[src/rtl/control_pkg.sv]
// ---------------------------------------------------------------------------
// control_pkg
// Shared definitions for the main control decoder: supported opcodes,
// ALUOp class encodings and the packed nine-bit control vector.
// Field order of ctrl_t, MSB first:
//   {reg_dst, alu_src, mem_to_reg, reg_write, mem_read, mem_write, branch,
//    alu_op[1:0]}
// ---------------------------------------------------------------------------
package control_pkg;

  localparam logic [6:0] OP_RTYPE  = 7'b0110011;
  localparam logic [6:0] OP_LOAD   = 7'b0000011;
  localparam logic [6:0] OP_STORE  = 7'b0100011;
  localparam logic [6:0] OP_BRANCH = 7'b1100011;

  localparam logic [1:0] ALUOP_ADD   = 2'b00;
  localparam logic [1:0] ALUOP_SUB   = 2'b01;
  localparam logic [1:0] ALUOP_FUNCT = 2'b10;

  typedef struct packed {
    logic       reg_dst;
    logic       alu_src;
    logic       mem_to_reg;
    logic       reg_write;
    logic       mem_read;
    logic       mem_write;
    logic       branch;
    logic [1:0] alu_op;
  } ctrl_t;

  // All strobes low: no register write, no memory access.
  localparam ctrl_t CTRL_NOP = '0;

endpackage

[src/rtl/control_decode.sv]
// ---------------------------------------------------------------------------
// control_decode
// Purely combinational opcode decode into the control vector plus an
// illegal-opcode flag. Unsupported opcodes (including X/Z in simulation,
// which match no case item) produce an all-zero vector with o_illegal = 1.
// Ports:
//   i_op      in  [6:0]  instruction opcode, instr[6:0]
//   o_ctrl    out ctrl_t control vector
//   o_illegal out 1      opcode not supported
// ---------------------------------------------------------------------------
module control_decode
  import control_pkg::*;
(
  input  logic [6:0] i_op,
  output ctrl_t      o_ctrl,
  output logic       o_illegal
);

  always_comb begin
    o_ctrl    = CTRL_NOP;
    o_illegal = 1'b1;
    case (i_op)
      OP_RTYPE: begin
        o_ctrl.reg_dst   = 1'b1;
        o_ctrl.reg_write = 1'b1;
        o_ctrl.alu_op    = ALUOP_FUNCT;
        o_illegal        = 1'b0;
      end
      OP_LOAD: begin
        o_ctrl.alu_src    = 1'b1;
        o_ctrl.mem_to_reg = 1'b1;
        o_ctrl.reg_write  = 1'b1;
        o_ctrl.mem_read   = 1'b1;
        o_ctrl.alu_op     = ALUOP_ADD;
        o_illegal         = 1'b0;
      end
      OP_STORE: begin
        // mem_to_reg is held at 0 rather than left as don't-care.
        o_ctrl.alu_src   = 1'b1;
        o_ctrl.mem_write = 1'b1;
        o_ctrl.alu_op    = ALUOP_ADD;
        o_illegal        = 1'b0;
      end
      OP_BRANCH: begin
        o_ctrl.branch = 1'b1;
        o_ctrl.alu_op = ALUOP_SUB;
        o_illegal     = 1'b0;
      end
      default: begin
        o_ctrl    = CTRL_NOP;
        o_illegal = 1'b1;
      end
    endcase
  end

endmodule

[src/rtl/control_unit.sv]
// ---------------------------------------------------------------------------
// control_unit
// Main control decoder for the single-cycle RISC-V datapath. Decodes the
// opcode into datapath strobes and ALUOp, flags unsupported opcodes and
// keeps a sticky record of any illegal opcode seen since reset.
//
// Build option:
//   CONTROL_UNIT_OUT_REG_EN  defined   -> strobes and Illegal registered
//                                         (one-cycle latency, reset to 0)
//                            undefined -> strobes and Illegal combinational
//
// Ports:
//   clk            in   system clock (sticky flag, optional output register)
//   rst_n          in   asynchronous active-low reset
//   Op             in   [6:0] instruction opcode
//   RegDst         out  destination-register select
//   ALUSrc         out  ALU operand B: 1 = immediate, 0 = register
//   MemToReg       out  write-back source: 1 = memory, 0 = ALU
//   RegWrite       out  register-file write enable
//   MemRead        out  data-memory read enable
//   MemWrite       out  data-memory write enable
//   Branch         out  conditional-branch instruction
//   ALUOp1/ALUOp0  out  ALU class: 00 add, 01 sub/compare, 10 funct
//   Illegal        out  current opcode unsupported
//   IllegalSticky  out  an illegal opcode has been seen since reset
// ---------------------------------------------------------------------------
module control_unit
  import control_pkg::*;
(
  input  logic       clk,
  input  logic       rst_n,
  input  logic [6:0] Op,
  output logic       RegDst,
  output logic       ALUSrc,
  output logic       MemToReg,
  output logic       RegWrite,
  output logic       MemRead,
  output logic       MemWrite,
  output logic       Branch,
  output logic       ALUOp1,
  output logic       ALUOp0,
  output logic       Illegal,
  output logic       IllegalSticky
);

  ctrl_t w_ctrl;
  logic  w_illegal;
  ctrl_t w_ctrl_out;
  logic  w_illegal_out;
  logic  r_sticky;

  control_decode u_decode (
    .i_op      (Op),
    .o_ctrl    (w_ctrl),
    .o_illegal (w_illegal)
  );

`ifdef CONTROL_UNIT_OUT_REG_EN
  ctrl_t r_ctrl;
  logic  r_illegal;

  always_ff @(posedge clk or negedge rst_n) begin
    if (!rst_n) begin
      r_ctrl    <= CTRL_NOP;
      r_illegal <= 1'b0;
    end else begin
      r_ctrl    <= w_ctrl;
      r_illegal <= w_illegal;
    end
  end

  assign w_ctrl_out    = r_ctrl;
  assign w_illegal_out = r_illegal;
`else
  assign w_ctrl_out    = w_ctrl;
  assign w_illegal_out = w_illegal;
`endif

  // Sticky follows the visible Illegal, so in the registered build it sets
  // one cycle after the registered flag rises.
  always_ff @(posedge clk or negedge rst_n) begin
    if (!rst_n) begin
      r_sticky <= 1'b0;
    end else if (w_illegal_out) begin
      r_sticky <= 1'b1;
    end
  end

  assign RegDst        = w_ctrl_out.reg_dst;
  assign ALUSrc        = w_ctrl_out.alu_src;
  assign MemToReg      = w_ctrl_out.mem_to_reg;
  assign RegWrite      = w_ctrl_out.reg_write;
  assign MemRead       = w_ctrl_out.mem_read;
  assign MemWrite      = w_ctrl_out.mem_write;
  assign Branch        = w_ctrl_out.branch;
  assign ALUOp1        = w_ctrl_out.alu_op[1];
  assign ALUOp0        = w_ctrl_out.alu_op[0];
  assign Illegal       = w_illegal_out;
  assign IllegalSticky = r_sticky;

endmodule

[config.mk]
export PLATFORM = sky130hd
export DESIGN_NAME = control_unit
export DESIGN_NICKNAME = d
export VERILOG_FILES = /design/src/rtl/control_pkg.sv /design/src/rtl/control_decode.sv /design/src/rtl/control_unit.sv
export SDC_FILE = /design/constraint.sdc
export NUM_CORES = 1
export LEC_CHECK = 0
export CAP_MARGIN = 0
export CORE_AREA = 2 2 39 41
export CTS_CLUSTER_DIAMETER = 150
export DETAILED_ROUTE_END_ITERATION = 10
export DIE_AREA = 0 0 41 43
export SYNTH_ARGS = -nofsm -noshare
export SYNTH_HDL_FRONTEND = slang
export SYNTH_SLANG_ARGS = --single-unit
[constraint.sdc]
create_clock -name clk -period 1.1 [get_ports clk]
set_clock_uncertainty 0.1 [all_clocks]
set_input_delay 0.11 -clock clk [delete_from_list [all_inputs] [get_ports clk]]
set_output_delay 0.11 -clock clk [all_outputs]
set_load 0.1 [all_outputs]
==> impl_metrics.env, run 1 <==
export IMPL_outcome="complete, but fails checks"
export IMPL_violations="setup timing"
export IMPL_worst_ep_required_time_ps=890
export IMPL_post_cts_setup_buffers=0
export IMPL_netlist_top_cells_area="sky130_fd_sc_hd__dfrtp_1 14%, sky130_fd_sc_hd__nor3_1 14%, sky130_fd_sc_hd__nor4b_4 13%, sky130_fd_sc_hd__buf_2 8.2%, sky130_fd_sc_hd__buf_4 8.2%"
export IMPL_timing_critical_path_arrival_ps=1030
export IMPL_worst_setup_hold_path_clk_slew_ps=0
export IMPL_avgRoutedWirePerCell_um=9.34
export IMPL_grt_pass1_wl_um=931
export IMPL_crit_path_start_kind="input pin"
export IMPL_post_syn_area_per_cell_um2=8.00
export IMPL_synth_largest_type_area_fraction_pct=13.6
export IMPL_dp_slack_ps=-497
export IMPL_irDropWorstVdd_v=0.000117
export IMPL_holdBufCountCts=0
export IMPL_rr_startpoint="IllegalSticky"
export IMPL_number_of_distinct_standard_cells_referenced_by_the_synthesized_netlist=15
export IMPL_yosysTopAreaCell="sky130_fd_sc_hd__dfrtp_1"
export IMPL_io_pin_count=20
export IMPL_setup_tns_ps=-958
export IMPL_timing_worst_setup_path_type="in -> out"
export IMPL_most_common_layout_cells="11 x sky130_fd_sc_hd__buf_12, 7 x sky130_fd_sc_hd__buf_6, 4 x sky130_fd_sc_hd__nor3_2, 4 x sky130_fd_sc_hd__buf_2, 2 x sky130_fd_sc_hd__nand2_1"
export IMPL_netlist_area_um2=184
export IMPL_post_layout_total_power_uw=165
export IMPL_worstSetupEndpointType="primary output"
export IMPL_met3_resource_use_gr_pct=0.524
export IMPL_floorplan_die_width_um=41
export IMPL_grt_total_usage_pct=7.21
export IMPL_sequential_share_of_the_synthesized_area_pct=13.6
export IMPL_setup_slack_ps=-145
export IMPL_nFillCells=129
export IMPL_synthesis_instances=23
export IMPL_slew_violations=0
export IMPL_routed_wirelength_um=551
export IMPL_synth_nets=32
export IMPL_layout_cells_most_common="sky130_fd_sc_hd__buf_12"
export IMPL_achievable_frequency_mhz=803
export IMPL_layout_area_overhead_vs_synth_pct=220
export IMPL_initialDrtViolationCount=2
export IMPL_ant_nets=0
export IMPL_leakagePower_nw=0.233
export IMPL_yosysWarningCount=0
export IMPL_floorplan_die_height_um=43
export IMPL_hpwl_um=450
export IMPL_rsz0062_at_grt="yes"
export IMPL_grt_ovfl_total=0
export IMPL_vias_per_cell=4.05
export IMPL_setup_violations=9
export IMPL_largest_register_ffs=1
export IMPL_first_global_vias=229
export IMPL_worst_hold_path_type="in -> async"
export IMPL_route_vias_total=239
export IMPL_critical_path_peak_fanout=7
export IMPL_r2r_slack_ps=320
export IMPL_grt_most_used_layer="met2"
export IMPL_core_rowCount=14
export IMPL_flip_flop_and_latch_count_after_synthesis=1
export IMPL_final_hold_violation_count=0
export IMPL_maximum_number_of_pins_on_one_net_before_global_route_repair=8
export IMPL_finalNetCount=54
export IMPL_number_of_cells_on_the_worst_reg_to_reg_path=2
export IMPL_start_util_pct=13.3
export IMPL_floorplan_core_area_um2=1380
export IMPL_routability_congestion=0.665
export IMPL_port_buffer_count=19
export IMPL_use_met1_pct=11.2
export IMPL_cap_viol_max_count=0
export IMPL_dieArea_um2=1760
export IMPL_power_density_nw_per_um2=281
export IMPL_antenna_violations_before_repair=0
export IMPL_critical_path_reg2reg_endpoint="IllegalSticky"
export IMPL_worst_relative_slew_slack_pct=82.7
export IMPL_insertion_delay_ps=0
export IMPL_area_of_combinational_cells_with_multiple_inputs_um2=190
export IMPL_drcViolationCount=0
export IMPL_layout_drive_gt1_share_pct=83.7
export IMPL_worst_pin_slew_ps=258
export IMPL_drt_pre_antenna_iters=2
export IMPL_met2_resource_use_gr_pct=11.3
export IMPL_tcrit_tclk_final_pct=113
export IMPL_final_period_minus_worst_setup_slack_ps=1240
export IMPL_antenna_diode_count=0
export IMPL_area_sequential_um2=26.3
==> how the worst max path moves through the flow <==
stage           from  endpoint  slack (ps)  cells after the start
2_1_floorplan  Op[2]  MemToReg        -930                      4
3_3_place_gp   Op[2]  MemWrite        -510                      5
3_5_place_dp   Op[2]  MemWrite        -500                      5
4_1_cts        Op[3]  MemWrite        -200                      5
5_1_grt        Op[3]  MemWrite        -190                      5
6_report       Op[3]  MemWrite        -140                      5
==> power by group <==
| group | internal (mW) | total (mW) | switching, mW |
|---|---|---|---|
| clock network | 0 | 0 | 0 |
| registers | 0.0374 | 0.0374 | 0 |
| logic | 0.0591 | 0.128 | 0.0684 |
| total | 0.0965 | 0.165 | 0.0684 |
==> cells by family after synthesis <==
family          share of synthesized area, %
flops                                   13.6
xor+xnor                                4.76
simple gates                            52.4
compound gates                          10.9
buf+inv                                 18.4
==> layout make-up <==
class | instances | share of cell area [%]
Timing Repair Buffer | 25 | 59.1
Multi-Input combinational cell | 16 | 32.3
Sequential cell | 1 | 4.47
Tap cell | 16 | 3.40
Inverter | 1 | 0.638
==> per-layer routing <==
layer | wire length [um] | share of wire [%]
met1 | 227 | 41
met2 | 268 | 49
met3 | 55 | 10
met4 | 0 | 0
met5 | 0 | 0
==> cells in the mapped netlist <==
master / instances
sky130_fd_sc_hd__nand4bb_1: 1
sky130_fd_sc_hd__dfrtp_1: 1
sky130_fd_sc_hd__xor2_1: 1
sky130_fd_sc_hd__o211ai_1: 1
sky130_fd_sc_hd__a21boi_1: 1
sky130_fd_sc_hd__and4bb_2: 1
sky130_fd_sc_hd__nor3_1: 5
sky130_fd_sc_hd__nand2_1: 2
sky130_fd_sc_hd__o21ai_1: 1
sky130_fd_sc_hd__buf_4: 2
sky130_fd_sc_hd__inv_1: 1
sky130_fd_sc_hd__nor2_1: 1
sky130_fd_sc_hd__nor4_2: 1
sky130_fd_sc_hd__buf_2: 3
sky130_fd_sc_hd__nor4b_4: 1
==> metrics by stage <==
stage / instance area [um^2] / utilization [%] / cells / hold slack, ps
floorplan: 265 / - / 23 / -286
global placement: 578 / 41.8 / 59 / 159
detailed placement: 578 / 41.8 / 59 / 162
CTS: 594 / 42.9 / 59 / 162
global route: 588 / 42.5 / 59 / 174
finish: 588 / 42.5 / 59 / 160
==> worst max-delay path: stages <==
cell	delay [ps]
sky130_fd_sc_hd__buf_6	90
sky130_fd_sc_hd__nand4bb_1	190
sky130_fd_sc_hd__buf_6	170
sky130_fd_sc_hd__nor4b_4	260
sky130_fd_sc_hd__buf_12	210
==> repair_timing <==
item / CTS / global route
pin swaps: 2 / 1
resized for setup: 31 / 1
hold endpoints to repair: 0 / 0
setup endpoints to repair: 11 / 10
cloned: 0 / 0
No activity file was read; power rests on OpenSTA's default activity.
==> inputs of run 2 (changes only) <==
Settings changed: ABC_AREA set to 1.
==> run 2 against run 1 <==
Against the previous run: the run still ends with setup timing left; synthesized cell count up 43%; register-to-register slack improved by 60 ps; routed wire length increased by 4.9%; final cell count rose by 24%; highest routed layer unchanged; maximum frequency rose by 6.9%; synthesized area up 2.7%; flip-flop and latch count unchanged; global-route usage rose by 0.90 points; via count is 8.8% higher; largest cell class unchanged; combinational power rose by 26%; utilization is 7.7 points higher; critical path depth rose by 4; critical path type unchanged.
==> impl_metrics.env, run 2 <==
export IMPL_internal_power_uw=113
export IMPL_leakagePower_nw=0.332
export IMPL_rsz0062_at_grt="yes"
export IMPL_flip_flop_and_latch_count_after_synthesis=1
export IMPL_synth_compound_area_share_pct=0
export IMPL_power_net_switching_uw=85.7
export IMPL_holdBufCountCts=0
export IMPL_core_rowCount=14
export IMPL_synth_adder_area_share_pct=0
export IMPL_synthesized_area_fraction_occupied_by_and_or_nand_nor_cells_pct=57.0
export IMPL_most_common_layout_cells="12 x sky130_fd_sc_hd__buf_12, 6 x sky130_fd_sc_hd__buf_4, 5 x sky130_fd_sc_hd__nand2_4, 5 x sky130_fd_sc_hd__nor2_4"
export IMPL_synth_largest_type_area_fraction_pct=15.9
export IMPL_post_layout_total_power_uw=199
export IMPL_pwr_share_comb_pct=81.1
export IMPL_hpwl_um=565
export IMPL_worst_relative_slew_slack_pct=88.0
export IMPL_layout_cells_most_common="sky130_fd_sc_hd__buf_12"
export IMPL_setup_violations=5
export IMPL_netlist_top_cells_area="sky130_fd_sc_hd__inv_1 16%, sky130_fd_sc_hd__dfrtp_1 13%, sky130_fd_sc_hd__nand2_1 12%, sky130_fd_sc_hd__nand3_2 11%, sky130_fd_sc_hd__nand2_2 9.9%"
export IMPL_first_global_vias=263
export IMPL_ant_nets=0
export IMPL_timing_worst_setup_path_type="in -> out"
export IMPL_synth_edff_count=0
export IMPL_finalNetCount=68
export IMPL_met3_resource_use_gr_pct=0.524
export IMPL_floorplan_die_width_um=41
export IMPL_worst_ep_required_time_ps=890
export IMPL_worst_pin_slew_ps=179
export IMPL_async_reset_ff_share_pct=100
export IMPL_route_vias_total=260
export IMPL_layout_area_overhead_vs_synth_pct=268
export IMPL_yosysTopAreaCell="sky130_fd_sc_hd__inv_1"
export IMPL_synthesis_instances=33
export IMPL_worstSetupEndpointType="primary output"
export IMPL_critical_path_peak_fanout=3
export IMPL_io_pin_count=20
export IMPL_synth_mux_area_share_pct=0
export IMPL_yosys_area_share_xor_xnor_pct=0
export IMPL_slew_violations=0
export IMPL_drcViolationCount=0
export IMPL_synth_nets=42
export IMPL_start_util_pct=13.7
export IMPL_outcome="complete, but fails checks"
export IMPL_nFillCells=121
export IMPL_clock_power_share_pct=0
export IMPL_grt_most_used_layer="met2"
export IMPL_antenna_violations_before_repair=0
export IMPL_netlist_top_cells_count="8 x sky130_fd_sc_hd__inv_1, 6 x sky130_fd_sc_hd__nand2_1, 5 x sky130_fd_sc_hd__nor2_1"
export IMPL_grt_ovfl_total=0
export IMPL_met2_resource_use_gr_pct=15.3
export IMPL_initialDrtViolationCount=1
export IMPL_port_buffer_count=19
export IMPL_final_period_minus_worst_setup_slack_ps=1160
export IMPL_post_synth_top_count_cell="sky130_fd_sc_hd__inv_1"
export IMPL_insertion_delay_ps=0
export IMPL_sequential_share_of_the_synthesized_area_pct=13.2
export IMPL_synth_top_family_by_area="simple AND/OR/NAND/NOR gates"
export IMPL_routability_congestion=0.583
export IMPL_grt_pass1_wl_um=1050
export IMPL_grt_total_usage_pct=8.12
export IMPL_routed_wirelength_um=578
export IMPL_floorplan_core_area_um2=1380
export IMPL_final_hold_violation_count=0
export IMPL_cap_viol_max_count=0
export IMPL_achievable_frequency_mhz=859
export IMPL_avgRoutedWirePerCell_um=7.92
export IMPL_vias_per_cell=3.56
export IMPL_dominantRegCellSynth="sky130_fd_sc_hd__dfrtp_1"
export IMPL_post_syn_area_per_cell_um2=5.73
export IMPL_netlist_area_um2=189
export IMPL_tcrit_tclk_final_pct=106
export IMPL_dieArea_um2=1760
export IMPL_worst_setup_hold_path_clk_slew_ps=0
export IMPL_timing_critical_path_arrival_ps=950
export IMPL_worst_hold_path_type="in -> async"
export IMPL_switching_share_pct=43.2
export IMPL_number_of_distinct_standard_cells_referenced_by_the_synthesized_netlist=11
export IMPL_utilization_pct=50.2
export IMPL_power_density_nw_per_um2=286
export IMPL_crit_path_start_kind="input pin"
export IMPL_maximum_number_of_pins_on_one_net_before_global_route_repair=4
export IMPL_drt_pre_antenna_iters=2
export IMPL_irDropWorstVdd_v=0.000117
export IMPL_antenna_diode_count=0
export IMPL_largest_register_ffs=1
export IMPL_use_met1_pct=9.27
export IMPL_yosysWarningCount=0
export IMPL_layout_drive_gt1_share_pct=89.5
export IMPL_violations="setup timing"
export IMPL_setup_slack_ps=-63.9
export IMPL_p_seq_share_pct=18.9
export IMPL_floorplan_die_height_um=43
## run 2: final cells by class
type,count,area (um^2),share of cell area (%)
tap,16,20.0,2.88
timing repair buffer,26,359,51.7
multi-input combinational,19,194,27.9
sequential,1,26.3,3.78
inverter,11,95.1,13.7
## run 2: cells by family (layout without fill, tap and decap cells)
kind of cell	after synthesis	count (layout)
buffers and inverters	13	37
AND/OR/NAND/NOR	19	19
flip-flops	1	1
## run 2: through the flow
| stage | cells | cell area, um^2 | worst slack (ps) | hold WS [ps] | TNS (ps) |
|---|---|---|---|---|---|
| 2_1_floorplan | 33 | 322 | -226 | -286 | -814 |
| 3_3_place_gp | 73 | 663 | -527 | 160 | -4820 |
| 3_5_place_dp | 73 | 663 | -555 | 164 | -5090 |
| 4_1_cts | 74 | 693 | -75.3 | 165 | -208 |
| 5_1_grt | 73 | 694 | -103 | 177 | -446 |
| 6_report | 73 | 694 | -63.9 | 163 | -133 |
## run 2: final timing paths
check,startpoint,cells past startpoint,slack [ps],to
max in group asynchronous,rst_n,1,630,IllegalSticky
max,Op[4],9,-60,Illegal
min reg2reg,IllegalSticky,2,400,IllegalSticky
max reg2reg,IllegalSticky,2,380,IllegalSticky
min in group clk,IllegalSticky,2,400,IllegalSticky
min,rst_n,1,160,IllegalSticky
## run 2: power groups by stage
stage                     Sequential (mW)  Combinational (mW)  Clock [mW]
final                              0.0374               0.161           0
after global routing               0.0374               0.171           0
after CTS                          0.0374               0.163           0
after detailed placement           0.0374               0.155           0
after global placement             0.0374               0.153           0
after floorplan                    0.0374              0.0728           0
## run 2: routing by layer
layer / vias to the layer above / share of wire, %
met2: 11 / 63
met3: 0 / 6.1
li1: 138 / -
met4: 0 / 0
met1: 111 / 30
met5: - / 0
## run 2: worst max-delay path, cell delays in order
cell and delay (ps):
sky130_fd_sc_hd__buf_6 90, sky130_fd_sc_hd__buf_6 120, sky130_fd_sc_hd__inv_12 50, sky130_fd_sc_hd__nand2_4 40
sky130_fd_sc_hd__nor2_4 90, sky130_fd_sc_hd__nand2_4 80, sky130_fd_sc_hd__nand3_4 100, sky130_fd_sc_hd__clkinvlp_4 90
sky130_fd_sc_hd__buf_12 170
## run 2: repair_timing
item	4_1_cts	5_1_grt
setup endpoints to repair	11	10
setup buffers	1	0
resized for setup	42	4
pin swaps	8	2
